<file path="config.mk">
export PLATFORM = sky130hd
export DESIGN_NAME = ttl_multi_timed_output_flat
export DESIGN_NICKNAME = d
export VERILOG_FILES = /design/src/rtl/ttl_multi_timed_output_if.sv /design/src/rtl/ttl_multi_timed_output.sv /design/src/flat_wrapper.sv
export SDC_FILE = /design/constraint.sdc
export NUM_CORES = 1
export LEC_CHECK = 0
export ABC_AREA = 1
export ABC_CLOCK_PERIOD_IN_PS = 12100
export CAP_MARGIN = 20
export CORE_ASPECT_RATIO = 1.4
export CORE_MARGIN = 2
export CORE_UTILIZATION = 50
export DETAILED_ROUTE_END_ITERATION = 10
export PLACE_DENSITY = 0.68
export SYNTH_ARGS = -nofsm -noshare
export SYNTH_HDL_FRONTEND = slang
export SYNTH_SLANG_ARGS = --single-unit
</file>
<file path="constraint.sdc">
create_clock -name clk -period 12.1 [get_ports clk]
set_clock_uncertainty 0.1 [all_clocks]
set_input_delay 2.42 -clock clk [delete_from_list [all_inputs] [get_ports clk]]
set_output_delay 2.42 -clock clk [all_outputs]
set_load 0.01 [all_outputs]
</file>
<file path="src/rtl/ttl_multi_timed_output_if.sv">
// ttl_multi_timed_output_if
//   Event bus between the event-decode/DMA path (master) and the timed TTL
//   output stage (slave). One event is transferred on every clock edge where
//   event_valid and event_ready are both high.
// Signals:
//   event_valid  master->slave  event present on the event_* lines
//   event_ready  slave->master  stage can accept an event this cycle
//   event_time   master->slave  timestamp at which the event fires
//   event_mask   master->slave  channels written by the event
//   event_value  master->slave  new level for the masked channels
//   event_pw     master->slave  pulse width in cycles, 0 = level event
interface ttl_multi_timed_output_if #(
  parameter int NUM_CH     = 8,
  parameter int TIME_WIDTH = 64,
  parameter int PW_WIDTH   = 16
);
  logic                  event_valid;
  logic                  event_ready;
  logic [TIME_WIDTH-1:0] event_time;
  logic [NUM_CH-1:0]     event_mask;
  logic [NUM_CH-1:0]     event_value;
  logic [PW_WIDTH-1:0]   event_pw;

  modport master (
    output event_valid, event_time, event_mask, event_value, event_pw,
    input  event_ready
  );

  modport slave (
    input  event_valid, event_time, event_mask, event_value, event_pw,
    output event_ready
  );
endinterface

</file>
<file path="src/rtl/ttl_multi_timed_output.sv">
// ttl_multi_timed_output
//   Multi-channel timed TTL output stage. Timestamped channel-update events are
//   queued in a FIFO; the head event is applied to a shadow register once the
//   global timestamp reaches its fire time (at most one event per cycle). The
//   registered outputs show either the shadow or a host override value.
//   Late fires and dropped pushes raise sticky error flags.
//
//   Optional feature macro TTL_PULSE_EN: when defined, events with a non-zero
//   pulse width hold the masked channels at the new level for exactly pw
//   cycles and then restore the previous levels. When undefined, event_pw is
//   ignored and every event is a level event.
//
// Ports:
//   clk             system clock
//   resetn          asynchronous active-low reset, released synchronously
//   timestamp       global time counter
//   evt             event bus (slave side of ttl_multi_timed_output_if)
//   override_en     force outputs to override_value
//   override_value  forced output levels
//   error_clear     one-cycle pulse clearing both sticky error flags
//   output_pulse    registered TTL outputs
//   overrided       registered copy of override_en
//   late_error      sticky: an event fired after its time
//   overflow_error  sticky: event_valid while the stage was not ready
//   fifo_count      current FIFO occupancy
module ttl_multi_timed_output #(
  parameter int NUM_CH     = 8,
  parameter int FIFO_DEPTH = 16,
  parameter int TIME_WIDTH = 64,
  parameter int PW_WIDTH   = 16
) (
  input  logic                          clk,
  input  logic                          resetn,
  input  logic [TIME_WIDTH-1:0]         timestamp,
  ttl_multi_timed_output_if.slave       evt,
  input  logic                          override_en,
  input  logic [NUM_CH-1:0]             override_value,
  input  logic                          error_clear,
  output logic [NUM_CH-1:0]             output_pulse,
  output logic                          overrided,
  output logic                          late_error,
  output logic                          overflow_error,
  output logic [$clog2(FIFO_DEPTH):0]   fifo_count
);

  localparam int              AW         = $clog2(FIFO_DEPTH);
  localparam logic [AW:0]     FULL_COUNT = (AW+1)'(FIFO_DEPTH);

  typedef struct packed {
    logic [TIME_WIDTH-1:0] fire_time;
    logic [NUM_CH-1:0]     mask;
    logic [NUM_CH-1:0]     value;
`ifdef TTL_PULSE_EN
    logic [PW_WIDTH-1:0]   pw;
`endif
  } event_t;

  event_t            mem [FIFO_DEPTH];
  event_t            head;
  event_t            wr_event;
  logic [AW-1:0]     wr_ptr;
  logic [AW-1:0]     rd_ptr;
  logic [AW:0]       count;
  logic              ready_q;
  logic              full;
  logic              empty;
  logic              push;
  logic              fire;
  logic              late_set;
  logic              overflow_set;
  logic [NUM_CH-1:0] shadow;
  logic [NUM_CH-1:0] shadow_next;

  // ---------------------------------------------------------------------------
  // Event FIFO
  // ---------------------------------------------------------------------------
  assign full  = (count == FULL_COUNT);
  assign empty = (count == '0);

  // ready_q holds event_ready low while in reset and for nothing else; it rises
  // on the first edge after release.
  assign evt.event_ready = ready_q & ~full;
  assign push            = evt.event_valid & evt.event_ready;
  assign overflow_set    = evt.event_valid & ~evt.event_ready;

  always_comb begin
    wr_event           = '0;
    wr_event.fire_time = evt.event_time;
    wr_event.mask      = evt.event_mask;
    wr_event.value     = evt.event_value;
`ifdef TTL_PULSE_EN
    wr_event.pw        = evt.event_pw;
`endif
  end

  // Head is read combinationally; an entry written at edge t is visible here
  // from cycle t+1 on, so a freshly pushed event can never fire in its push
  // cycle.
  assign head     = mem[rd_ptr];
  assign fire     = ~empty & (timestamp >= head.fire_time);
  assign late_set = fire & (timestamp > head.fire_time);

  // NOTE: state registers use non-blocking assignments so every flop samples
  // the pre-edge values regardless of process ordering.
  always_ff @(posedge clk or negedge resetn) begin
    if (!resetn) begin
      wr_ptr  <= '0;
      rd_ptr  <= '0;
      count   <= '0;
      ready_q <= 1'b0;
    end else begin
      ready_q <= 1'b1;
      if (push) wr_ptr <= wr_ptr + AW'(1);
      if (fire) rd_ptr <= rd_ptr + AW'(1);
      unique case ({push, fire})
        2'b10:   count <= count + (AW+1)'(1);
        2'b01:   count <= count - (AW+1)'(1);
        default: count <= count;
      endcase
    end
  end

  // NOTE: the storage array has no reset; only the pointers and count define
  // which entries are live, so stale contents are never observed.
  always_ff @(posedge clk) begin
    if (push) mem[wr_ptr] <= wr_event;
  end

  assign fifo_count = count;

  // ---------------------------------------------------------------------------
  // Shadow update
  // ---------------------------------------------------------------------------
`ifdef TTL_PULSE_EN
  typedef enum logic {IDLE, PULSE} state_t;

  state_t              state;
  state_t              state_next;
  logic [PW_WIDTH-1:0] cnt;
  logic [PW_WIDTH-1:0] cnt_next;
  logic [NUM_CH-1:0]   restore_mask;
  logic [NUM_CH-1:0]   restore_mask_next;
  logic [NUM_CH-1:0]   restore_val;
  logic [NUM_CH-1:0]   restore_val_next;
  logic [NUM_CH-1:0]   base;
  logic                pulse_fire;

  always_ff @(posedge clk or negedge resetn) begin
    if (!resetn) begin
      state        <= IDLE;
      cnt          <= '0;
      restore_mask <= '0;
      restore_val  <= '0;
    end else begin
      state        <= state_next;
      cnt          <= cnt_next;
      restore_mask <= restore_mask_next;
      restore_val  <= restore_val_next;
    end
  end

  // base is the shadow after any pending restore; the firing event (if any)
  // is then layered on top so its bits win over the restored levels.
  always_comb begin
    // NOTE: every combinational output gets a default first so no path leaves
    // a signal unassigned (which would infer a latch).
    state_next        = state;
    cnt_next          = cnt;
    restore_mask_next = restore_mask;
    restore_val_next  = restore_val;
    base              = shadow;
    pulse_fire        = fire & (head.pw != '0);

    if (state == PULSE) begin
      cnt_next = cnt - PW_WIDTH'(1);
      // A new pulse must be captured against the restored levels, so the
      // pending restore is applied early in that case.
      if ((cnt == PW_WIDTH'(1)) || pulse_fire) begin
        base       = (shadow & ~restore_mask) | (restore_val & restore_mask);
        state_next = IDLE;
      end else if (fire) begin
        // Level write mid-pulse: those channels now belong to the newer event.
        restore_mask_next = restore_mask & ~head.mask;
        if ((restore_mask & ~head.mask) == '0) state_next = IDLE;
      end
    end

    shadow_next = base;
    if (fire) shadow_next = (base & ~head.mask) | (head.value & head.mask);

    if (pulse_fire) begin
      restore_mask_next = head.mask;
      restore_val_next  = base & head.mask;
      cnt_next          = head.pw;
      state_next        = PULSE;
    end
  end
`else
  logic unused_pw;
  assign unused_pw = ^evt.event_pw;

  always_comb begin
    shadow_next = shadow;
    if (fire) shadow_next = (shadow & ~head.mask) | (head.value & head.mask);
  end
`endif

  // ---------------------------------------------------------------------------
  // Output and error registers
  // ---------------------------------------------------------------------------
  // output_pulse is loaded from shadow_next so a fire at edge F is visible on
  // the pins in the cycle right after F, in step with the shadow itself.
  always_ff @(posedge clk or negedge resetn) begin
    if (!resetn) begin
      shadow         <= '0;
      output_pulse   <= '0;
      overrided      <= 1'b0;
      late_error     <= 1'b0;
      overflow_error <= 1'b0;
    end else begin
      shadow         <= shadow_next;
      output_pulse   <= override_en ? override_value : shadow_next;
      overrided      <= override_en;
      // Set wins over a simultaneous clear.
      late_error     <= late_set     | (late_error     & ~error_clear);
      overflow_error <= overflow_set | (overflow_error & ~error_clear);
    end
  end

endmodule

</file>
<file path="src/flat_wrapper.sv">
// flat-port wrapper written by rule: the top's interface ports become plain ports
module ttl_multi_timed_output_flat 
#(
  parameter int NUM_CH     = 8,
  parameter int FIFO_DEPTH = 16,
  parameter int TIME_WIDTH = 64,
  parameter int PW_WIDTH   = 16
)
  (clk, resetn, timestamp, override_en, override_value, error_clear, output_pulse, overrided, late_error, overflow_error, fifo_count, evt_event_valid, evt_event_time, evt_event_mask, evt_event_value, evt_event_pw, evt_event_ready);
  ttl_multi_timed_output_if #(.NUM_CH(NUM_CH), .TIME_WIDTH(TIME_WIDTH), .PW_WIDTH(PW_WIDTH)) evt_i ();
  input  logic clk;
  input  logic resetn;
  input  logic [TIME_WIDTH-1:0] timestamp;
  input  logic override_en;
  input  logic [NUM_CH-1:0] override_value;
  input  logic error_clear;
  output logic [NUM_CH-1:0] output_pulse;
  output logic overrided;
  output logic late_error;
  output logic overflow_error;
  output logic [$clog2(FIFO_DEPTH):0] fifo_count;
  input wire logic [$bits(evt_i.event_valid)-1:0] evt_event_valid;
  input wire logic [$bits(evt_i.event_time)-1:0] evt_event_time;
  input wire logic [$bits(evt_i.event_mask)-1:0] evt_event_mask;
  input wire logic [$bits(evt_i.event_value)-1:0] evt_event_value;
  input wire logic [$bits(evt_i.event_pw)-1:0] evt_event_pw;
  output wire logic [$bits(evt_i.event_ready)-1:0] evt_event_ready;
  assign evt_i.event_valid = evt_event_valid;
  assign evt_i.event_time = evt_event_time;
  assign evt_i.event_mask = evt_event_mask;
  assign evt_i.event_value = evt_event_value;
  assign evt_i.event_pw = evt_event_pw;
  assign evt_event_ready = evt_i.event_ready;
  ttl_multi_timed_output #(.NUM_CH(NUM_CH), .FIFO_DEPTH(FIFO_DEPTH), .TIME_WIDTH(TIME_WIDTH), .PW_WIDTH(PW_WIDTH)) u_core (.clk(clk), .resetn(resetn), .timestamp(timestamp), .evt(evt_i), .override_en(override_en), .override_value(override_value), .error_clear(error_clear), .output_pulse(output_pulse), .overrided(overrided), .late_error(late_error), .overflow_error(overflow_error), .fifo_count(fifo_count));
endmodule
</file>
==> results.cfg <==
[outcome]
status = completed

[place]
placed_cells = 5389
dp_hpwl_mm = 72.56
placed_area_um2 = 55660
place_congestion = 0.8056
dpl_worst_slack_ns = 5.003
portBuffers = 173

[grt]
use_met2 = 0.4253
grtUsageMet1 = 0.3417
grt_max_degree = 199
use_met3 = 0.03934
antenna_found_initial = 15
grt_first_pass_wirelength_mm = 205.8
grt_pass1_vias = 32264
grt_overflow = 0
busiest_layer = met2
track_usage = 0.2584

[sta]
tightest_slew_ns = 1.121
hold_viol = 0
period_minus_slack_ns = 7.198
max_clock_freq_mhz = 138.9
final-max-slew-violation-count = 0
hold_ws_ns = 0.4184
slew_headroom = 0.2526
layout_setup_ws_ns = 4.902
setup_viol = 0
tns_ns = 0
grt_setup_unrepaired = no
post-route-period-util = 0.5949

[cts]
post_cts_resized = 0
cts_inserted_buffers = 116
cts_tree = done
clock_sinks = 1313
cts.hold.buffers_added = 0
clockBufferDepth = 3
clkTransAtPathRegs_ns = 0.07
post_cts_buffers = 0
cts-root-buf = clkbuf_16
htreeDepth = 3
clock_latency_ns = 0.73

[critical_path]
path_buf_inv = 6
r2r-start = u_core.rd_ptr[2]$_DFFE_PN0N_
endpoint_kind = flip-flop
worst-path-stages = 29
reg2reg_depth = 29
path_class = flip-flop to flip-flop
worst-path-max-fanout = 43
cp-start-kind = flip-flop
worstSetupEndpoint = u_core.fifo_count[4]$_DFFE_PN0P_
worst_path_most_repeated_cell = nand2_1
critPathLaunch = u_core.rd_ptr[2]$_DFFE_PN0N_
required_ns = 12.63
critPathMaxStageDelay_ns = 0.66
reg2reg_to = u_core.fifo_count[4]$_DFFE_PN0P_
slowest_stage = dfrtp_4
r2r_slack_ns = 4.90
critPathTopFamily = simple AND/OR/NAND/NOR gates
cp.arrival_ns = 7.73

[job]
drv_cap = 0

[yosys]
ys_seq_area_frac = 0.7455
syn_avg_cell_area_um2 = 13.02
synth-warning-count = 0
synthFlopType = edfxtp_1
netlist_top_cells_count = 1280 x edfxtp_1, 743 x nand2_1, 391 x nor2_1
synth_edf_count = 1280
synth-seq-cells = 1313
synth.most_common_cell = edfxtp_1
netlist_instances = 4044
synthMuxAreaShare = 0
synth_top_area_share = 0.7298
yosys.area.top_type = edfxtp_1
synth_cell_types = 40
synthTopCellsByArea = edfxtp_1 73%, nand2_1 5.3%, o21ai_0 2.8%, nor2_1 2.8%, a21oi_1 2.2%
yosys.area_share.simple = 0.1064
synth_nets = 4291
synth_compound_area_frac = 0.09785
synth_xor_area_frac = 0.0009978
async_flop_share = 0.02513
synthAdderAreaFrac = 0.01772
synth_area_um2 = 52670
synth_top_family_by_area = simple AND/OR/NAND/NOR gates

[cells_and_area]
final_area_um2 = 59420
drive_gt1_frac = 0.06293
fin_util = 0.5701
area_growth_pct = 12.83
nNetsFinal = 4405
final_cells = 5611

[worst_hold_path]
min_path_type = flip-flop to flip-flop

[die]
ios = 190
dieArea_um2 = 108000
initial_core_util = 0.5053
die_h_um = 388.0
rows = 140
die_x_um = 278.3
core-area_um2 = 104200

[route]
vias = 33736
drtIter0Drc = 3834
vias_per_cell = 6.012
wl_per_cell_um = 25.08
totalWireLength_mm = 140.7
dr.pass1.iters = 5
drc = 0
ant_nets = 0

[power_and_ir_drop]
p_leak_nw = 20.22
finalPower_mw = 13.80
power_density_nw_per_um2 = 232.2
ir_drop_mv = 0.2547
where the power goes:
group	internal (mW)	switching (mW)	total [mW]
clock	2.02	1.64	3.66
sequential	5.27	0.153	5.42
combinational	1.37	3.35	4.72
total	8.65	5.15	13.8
cell usage in the layout, fill, tap and decap left out, types with 3 or more instances in the layout:
master / synthesis / routed
o211ai_1: 30 / 30
nand3_1: 169 / 169
xor2_1: 5 / 5
clkinv_1: 0 / 29
nor2_4: 0 / 16
clkdlybuf4s50_1: 0 / 173
edfxtp_1: 1280 / 1280
clkinvlp_4: 0 / 11
inv_6: 0 / 5
o21ai_1: 117 / 117
o22ai_1: 80 / 80
clkbuf_1: 99 / 23
o21ai_0: 299 / 299
a21oi_1: 236 / 236
inv_4: 0 / 4
inv_1: 125 / 123
bufinv_16: 0 / 11
dfrtp_1: 33 / 29
diode_2: 0 / 3
a21o_1: 3 / 3
o221ai_1: 49 / 49
nand3b_1: 3 / 3
nor2_1: 391 / 375
clkbuf_16: 0 / 117
clkinv_2: 0 / 20
a221oi_1: 78 / 78
nand4_1: 55 / 55
ha_1: 73 / 73
buf_4: 15 / 62
buf_12: 0 / 4
dfrtp_4: 0 / 4
and2_1: 8 / 8
nand2_1: 743 / 743
sequential cells by signal, summed over array words and instances (netlist names):
register,cells
u_core.rd_ptr,4
u_core.overrided,1
u_core.mem,1280
u_core.late_error,1
u_core.ready_q,1
u_core.fifo_count,5
u_core.shadow,8
u_core.output_pulse,8
u_core.wr_ptr,4
u_core.overflow_error,1
how the worst min path moves through the flow:
stage	from	end	slack, ns	cells past startpoint
final	u_core.fifo_count[4]$_DFFE_PN0P_	u_core.fifo_count[4]$_DFFE_PN0P_	0.42	1
after CTS	u_core.fifo_count[4]$_DFFE_PN0P_	u_core.fifo_count[4]$_DFFE_PN0P_	0.42	1
after floorplan	u_core.wr_ptr[2]$_DFFE_PN0P_	u_core.wr_ptr[2]$_DFFE_PN0P_	0.41	2
after detailed placement	u_core.fifo_count[4]$_DFFE_PN0P_	u_core.fifo_count[4]$_DFFE_PN0P_	0.42	1
after global routing	u_core.fifo_count[4]$_DFFE_PN0P_	u_core.fifo_count[4]$_DFFE_PN0P_	0.45	1
after global placement	u_core.fifo_count[4]$_DFFE_PN0P_	u_core.fifo_count[4]$_DFFE_PN0P_	0.41	1
cells by family after synthesis:
logic type,Yosys count
compound gates,896
xor+xnor,6
fa+ha+maj,74
buf+inv,374
flops,1313
other cells,1
simple gates,1380
layout make-up:
cell class | instances | area (um2)
fill | 8100 | 44800
multi-input combinational | 2357 | 11880
clock buffer | 140 | 3014
timing repair buffer | 240 | 2305
antenna | 3 | 7.507
tap | 1349 | 1688
sequential | 1313 | 39280
clock inverter | 79 | 739.5
inverter | 130 | 510.5
per-layer routing:
layer / wire length [um] / up-vias
met3: 11470 / 303
met2: 67800 / 1560
met5: 105 / -
met4: 5761 / 18
li1: - / 15075
met1: 55560 / 16780
worst register-to-register path, delay by kind of cell (launching register included):
family / cells / cell delay [ns]
XOR/XNOR: 1 / 0.14
flip-flops: 1 / 0.66
AND/OR/NAND/NOR: 15 / 2.76
buffers and inverters: 6 / 1.88
adder cells (fa/ha/maj): 3 / 0.94
AO/OA/AOI/OAI: 4 / 0.63
No activity file was read; power rests on OpenSTA's default activity.
